## src/rtl/cpu_stack_ctl.sv

```systemverilog
// Operand-stack controller: register cache of the top entries, spilling to and filling from a 1-port RAM.
// Ops apply in one IDLE cycle with registered results; a spill or fill holds stall high until the op fits.
module cpu_stack_ctl #(
    parameter int CACHE_DEPTH = 4,
    parameter int RAM_AW      = 10,
    parameter int DEPTH_W     = 12
) (
    input  logic               clk,
    input  logic               rst,
    input  logic [1:0]         st__pop_cnt,
    input  logic               st__push_en,
    input  logic [34:0]        st__push_data,
    output logic               stall,
    output logic [34:0]        r0,
    output logic [34:0]        r1,
    output logic               r0_valid,
    output logic               r1_valid,
    output logic [DEPTH_W-1:0] depth,
    output logic               err_overflow,
    output logic               err_underflow,
    output logic [RAM_AW-1:0]  ram_addr,
    output logic               ram_we,
    output logic [34:0]        ram_wdata,
    input  logic [34:0]        ram_rddata
);
    localparam int CW  = $clog2(CACHE_DEPTH + 1);
    localparam int CIW = $clog2(CACHE_DEPTH);
    localparam logic [CW-1:0]      CD_C     = CW'(CACHE_DEPTH);
    localparam logic [RAM_AW:0]    RAM_FULL = {1'b1, {RAM_AW{1'b0}}};
    localparam logic [DEPTH_W-1:0] MAX_D    = DEPTH_W'(CACHE_DEPTH) + DEPTH_W'(RAM_FULL);

    typedef enum logic [1:0] {IDLE, SPILL, FILL_RD, FILL_WR} state_t;

    state_t              state, state_nxt;
    logic [34:0]         cache     [CACHE_DEPTH];
    logic [34:0]         cache_nxt [CACHE_DEPTH];
    logic [CW-1:0]       cnt, cnt_nxt;
    logic [RAM_AW:0]     ram_sp, sp_nxt;
    logic [RAM_AW-1:0]   addr_q, addr_nxt;
    logic                err_ovf_q, err_unf_q, set_ovf, set_unf;
    logic [DEPTH_W-1:0]  depth_q, total, n_d;
    logic                r0v_q, r1v_q;
    logic                req, consumed, apply_op, apply_push, room_ok, needs_room;
    logic [CW-1:0]       n_c;

    assign req        = (st__pop_cnt != 2'd0) | st__push_en;
    assign n_c        = CW'(st__pop_cnt);
    assign n_d        = DEPTH_W'(st__pop_cnt);
    assign total      = DEPTH_W'(cnt) + DEPTH_W'(ram_sp);
    // With n <= cnt, a push only lacks room when nothing is popped and the cache is full.
    assign room_ok    = !(st__push_en && ((cnt - n_c) == CD_C));
    assign needs_room = req && (n_c <= cnt) && !room_ok;

    always_comb begin : next_p
        int src;
        src        = 0;
        state_nxt  = state;
        cnt_nxt    = cnt;
        sp_nxt     = ram_sp;
        addr_nxt   = addr_q;
        consumed   = 1'b0;
        set_ovf    = 1'b0;
        set_unf    = 1'b0;
        apply_op   = 1'b0;
        apply_push = 1'b0;
        for (int i = 0; i < CACHE_DEPTH; i++) cache_nxt[i] = cache[i];

        case (state)
            IDLE: begin
                if (req && (n_d > total)) begin
                    consumed = 1'b1;
                    set_unf  = 1'b1;
                    cnt_nxt  = '0;
                    sp_nxt   = '0;
                end else if (st__push_en && ((total - n_d) == MAX_D)) begin
                    consumed = 1'b1;
                    set_ovf  = 1'b1;
                    apply_op = 1'b1;
                end else if (req && (n_c <= cnt) && room_ok) begin
                    consumed   = 1'b1;
                    apply_op   = 1'b1;
                    apply_push = st__push_en;
                end else if ((ram_sp < RAM_FULL) && ((cnt == CD_C) || needs_room)) begin
                    state_nxt = SPILL;
                    addr_nxt  = ram_sp[RAM_AW-1:0];
                end else if ((ram_sp != '0) && ((cnt < CW'(2)) || (req && (n_c > cnt)))) begin
                    state_nxt = FILL_RD;
                    addr_nxt  = RAM_AW'(ram_sp - 1'b1);
                end
            end
            SPILL: begin
                cnt_nxt   = cnt - 1'b1;
                sp_nxt    = ram_sp + 1'b1;
                state_nxt = IDLE;
            end
            FILL_RD: state_nxt = FILL_WR;
            FILL_WR: begin
                cache_nxt[CIW'(cnt)] = ram_rddata;
                cnt_nxt   = cnt + 1'b1;
                sp_nxt    = ram_sp - 1'b1;
                state_nxt = IDLE;
            end
            default: state_nxt = IDLE;
        endcase

        // Pop n then optionally push: entry i comes from old index i+n (or i+n-1 below a new top).
        if (apply_op) begin
            for (int i = 0; i < CACHE_DEPTH; i++) begin
                src = i + int'(st__pop_cnt) - int'(apply_push);
                if (apply_push && (i == 0)) cache_nxt[i] = st__push_data;
                else if (src < CACHE_DEPTH) cache_nxt[i] = cache[CIW'(src)];
            end
            cnt_nxt = cnt - n_c + CW'(apply_push);
        end
    end

    always_ff @(posedge clk) begin
        if (rst) begin
            state     <= IDLE;
            cnt       <= '0;
            ram_sp    <= '0;
            addr_q    <= '0;
            err_ovf_q <= 1'b0;
            err_unf_q <= 1'b0;
            depth_q   <= '0;
            r0v_q     <= 1'b0;
            r1v_q     <= 1'b0;
            for (int i = 0; i < CACHE_DEPTH; i++) cache[i] <= '0;
        end else begin
            state     <= state_nxt;
            cnt       <= cnt_nxt;
            ram_sp    <= sp_nxt;
            addr_q    <= addr_nxt;
            err_ovf_q <= err_ovf_q | set_ovf;
            err_unf_q <= err_unf_q | set_unf;
            depth_q   <= DEPTH_W'(cnt_nxt) + DEPTH_W'(sp_nxt);
            r0v_q     <= (cnt_nxt != '0);
            r1v_q     <= (cnt_nxt >= CW'(2));
            for (int i = 0; i < CACHE_DEPTH; i++) cache[i] <= cache_nxt[i];
        end
    end

    assign stall         = req & ~consumed & ~rst;
    assign r0            = cache[0];
    assign r1            = cache[1];
    assign r0_valid      = r0v_q;
    assign r1_valid      = r1v_q;
    assign depth         = depth_q;
    assign err_overflow  = err_ovf_q;
    assign err_underflow = err_unf_q;
    assign ram_addr      = addr_q;
    assign ram_we        = (state == SPILL);
    assign ram_wdata     = cache[CIW'(cnt - 1'b1)];
endmodule

```

## config.mk

```make
export PLATFORM = sky130hd
export DESIGN_NAME = cpu_stack_ctl
export DESIGN_NICKNAME = d
export VERILOG_FILES = /design/src/rtl/cpu_stack_ctl.sv
export SDC_FILE = /design/constraint.sdc
export NUM_CORES = 1
export LEC_CHECK = 0
export ABC_AREA = 1
export ABC_CLOCK_PERIOD_IN_PS = 6100
export CAP_MARGIN = 20
export CORE_UTILIZATION = 53
export DETAILED_ROUTE_END_ITERATION = 7
export PLACE_DENSITY_LB_ADDON = 0.1
export SLEW_MARGIN = 20
export SYNTH_ARGS = -nofsm -noshare
export SYNTH_HDL_FRONTEND = slang
export SYNTH_SLANG_ARGS = --single-unit
```

## constraint.sdc

```tcl
create_clock -name clk -period 6.1 [get_ports clk]
set_input_delay 1.22 -clock clk [delete_from_list [all_inputs] [get_ports clk]]
set_output_delay 1.22 -clock clk [all_outputs]
set_load 0.02 [all_outputs]
```

==> flow_metrics.tcl <==
set metrics [dict create \
    run_status "finished, final reports clean" \
    worst_setup_hold_path_clk_slew_ns 0.06 \
    core_area_um2 28800 \
    tightestPinTransition_ns 0.923 \
    tritoncts.num_buffers 17 \
    relSlewSlack_pct 38.4 \
    hold_class "flop to flop" \
    top_level_ports 208 \
    finClkSkew_ns 0.0148 \
    timing.critical_path.cells "clkdlybuf4s50_1 -> ha_1 -> fa_1 -> nand2_1 -> nor2_1 -> nand2_1 -> nor2_1 -> nand2_1 -> nor2_1 -> nand2_1 -> nor2_1 -> nand3_2 -> nand2_4 -> a21oi_1 -> nand2_1 -> nor2_1 -> clkdlybuf4s50_1" \
    setup_viol_count_final 0 \
    antenna_found_initial 0 \
    worst_hold_path.endpoint "err_overflow" \
    power_density_nw_per_um2 607 \
    commonest_non_fill_non_tap_cell_in_the_layout "sky130_fd_sc_hd__nand2_1" \
    post_synthesis_net_count 2946 \
    critical_path.startpoint_type "input pin" \
    power.share.switching_pct 54.8 \
    htree_levels 4 \
    arrival_ns 4.31 \
    overflow 0 \
    net-switching-power_w 0.00608 \
    worst_hold_startpoint "err_overflow" \
    crit_buf_inv 2 \
    grt_util_all_layers_pct 38.3 \
    cts_max_path_buffers 2 \
    critical_path_cell_count 17 \
    multi_input_comb_area_um2 10200 \
    grt_pass1_wl_um 92500 \
    gp_congestion 1.00 \
    synth_area_leaders "sky130_fd_sc_hd__dfxtp_1, sky130_fd_sc_hd__nand2_1, sky130_fd_sc_hd__o21ai_0" \
    detailed_place_hpwl_um 36000 \
    synthesis.yosys.warnings 0 \
    synth_flop_cell "sky130_fd_sc_hd__dfxtp_1" \
    share_of_the_cycle_needed_by_the_critical_path_after_routing_pct 90.6 \
    sequential_cell_area_um2 3640 \
    initial_detailed_routing_violation_count 2154 \
    rsz0062_at_grt "false" \
    critPathSlowestCell "sky130_fd_sc_hd__clkdlybuf4s50_1" \
    synthesis.area_per_instance_um2 5.46 \
    ys_seq_area_share_pct 23.5 \
    worst_r2r_endpoint "cache[1][0]" \
    number_of_antenna_repair_diodes 0 \
    synth_top_area_share_pct 23.5 \
    first_global_vias 17600 \
    vias 19000 \
    synth_cell_types 45 \
    rows 62 \
    start_point_of_the_critical_path "st__pop_cnt[0]" \
    hold-path-cell-count 2 \
    setup.reg_to_reg.worst_slack_ns 1.01 \
    crit_type "input pin to output pin" \
    post-route-drc-count 0 \
    worst-path-max-fanout 5 \
    cts_tree "built" \
    antenna_violating_nets_post_route 0 \
    cts_hold_buf 0 \
    total_power_w 0.0111 \
    seq_power_share_pct 19.8 \
    synth.largest_area_cell "sky130_fd_sc_hd__dfxtp_1" \
    share_comb_of_total_power_pct 68.6 \
    drive_above_1_share_pct 3.94 \
    leak_nw 8.37 \
    viasPerCell 5.77 \
    final.fill_count 2815 \
    crit-reg2reg-launch "ram_sp[0]" \
    setup_tns_ns 0 \
    p_int_w 0.00501 \
    synth_cells 2842 \
    power.clock.fraction_pct 11.6 \
    rr_worst_depth 28 \
    die_width_um 173 \
    routed_wire_length_per_instance_um 17.6 \
    start_util_pct 53.9 \
    cp_top_family "simple AND/OR/NAND/NOR gates" \
    cp_slowest_stage_delay_ns 0.54 \
    postCtsResizedCells 0 \
    critical_path_required_ns 4.88 \
    final_hold_viol_count 0 \
    synth_area_um2 15500 \
    worstSkewPairLatency_ns 0.45 \
    maxCapViolations 0 \
    synth_async_sr_flop_share_pct 0 \
    firstDrtPassIters 6 \
    port-buffer-count 207 \
    final-max-slew-violation-count 0 \
    clock_sinks 182 \
    max-vdd-ir-drop_uv 437 \
    synth-edff-count 0 \
    achievable-frequency_ghz 0.181 \
    root_buffer "sky130_fd_sc_hd__clkbuf_16" \
    fin_crit_ns 5.53 \
    finalNetCount 3008 \
    areaGrowthSynthToFinish_pct 17.7 \
    wirelength_um 58000 \
    layout_common_cells "sky130_fd_sc_hd__nand2_1, sky130_fd_sc_hd__o21ai_0, sky130_fd_sc_hd__nor2_1" \
    grt_max_degree 104 \
    critical_path.endpoint_type "output pin" \
    die_height_um 173 \
    yosys_register_bits 182 \
    die-area_um2 30000 \
    post-cts-setup-buffer-count 0 \
]
==> logic make-up (layout without fill, tap and decap cells) <==
| family | Yosys count | in the layout | synth area share, % |
|---|---|---|---|
| AOI/OAI and AO/OA | 746 | 746 | 24.7 |
| xor gates and xnor gates | 15 | 15 | 0.846 |
| adders and majority gates | 29 | 29 | 2.53 |
| buffers and inverters | 443 | 517 | 11.6 |
| DFF | 182 | 182 | 23.5 |
| and+or+nand+nor | 1427 | 1427 | 36.9 |
==> worst register-to-register path, delay by kind of cell, from the launching register on <==
family                   cells  cell delay (ns)
AND/OR/NAND/NOR             15             1.39
buffers and inverters        5             0.79
adder cells (fa/ha/maj)      5             2.05
flip-flops                   1             0.43
AO/OA/AOI/OAI                3             0.28
==> layer usage <==
metal | vias to the layer above | wire length [µm] | share of wire (%) | track usage (%)
li1 | 9271 | - | - | -
met1 | 8461 | 24300 | 42 | 51.5
met2 | 1143 | 25400 | 44 | 60.8
met3 | 160 | 6350 | 11 | 6.24
met4 | 0 | 1890 | 3.3 | 16.0
met5 | - | 0 | 0 | 0
==> how the worst max path moves through the flow <==
stage / endpoint / slack [ns]
after global placement: cache[1][26] / 0.56
after detailed placement: cache[1][7] / 0.51
after CTS: stall / 0.59
after global routing: stall / 0.35
after floorplan: cache[1][30] / 1.13
final: stall / 0.57
==> power by group through the flow <==
stage | combinational (W) | clock, W | sequential, W
finish | 0.00761 | 0.00129 | 0.00219
global route | 0.00842 | 0.00135 | 0.00224
CTS | 0.00744 | 0.00129 | 0.00217
detailed placement | 0.00739 | 0 | 0.00219
global placement | 0.00728 | 0 | 0.00218
floorplan | 0.00501 | 0 | 0.00222
==> stage by stage <==
stage | instances | worst slack (ns) | hold WS [ns] | area [µm²] | utilization (%)
floorplan | 2842 | 1.13 | 0.504 | 15500 | -
global placement | 3269 | 0.562 | 0.462 | 17600 | 61.2
detailed placement | 3269 | 0.511 | 0.469 | 17600 | 61.2
CTS | 3300 | 0.587 | 0.484 | 18300 | 63.5
global route | 3300 | 0.353 | 0.507 | 18300 | 63.5
finish | 3300 | 0.572 | 0.486 | 18300 | 63.5
==> area by class of cell <==
type / instances / share of cell area [%]
multi-input cells: 2217 / 55.6
clock inverters: 8 / 0.918
repair buffers: 246 / 13.3
clock buffers: 23 / 2.73
inverters: 240 / 4.94
flip-flops and latches: 182 / 20.0
well taps: 384 / 2.63
==> Yosys cell counts, drive strengths merged, types with 5 or more instances <==
library cell and number:
nor2 416, inv 237, nand2 870, nand3 86, o22ai 25, nor3 7
xor2 12, a21oi 164, o2111ai 5, buf 63, clkbuf 140, dfxtp 182
o31ai 8, ha 25, nand4 40, o21ai 538
Note: power is estimated with default switching activity, not from simulation.
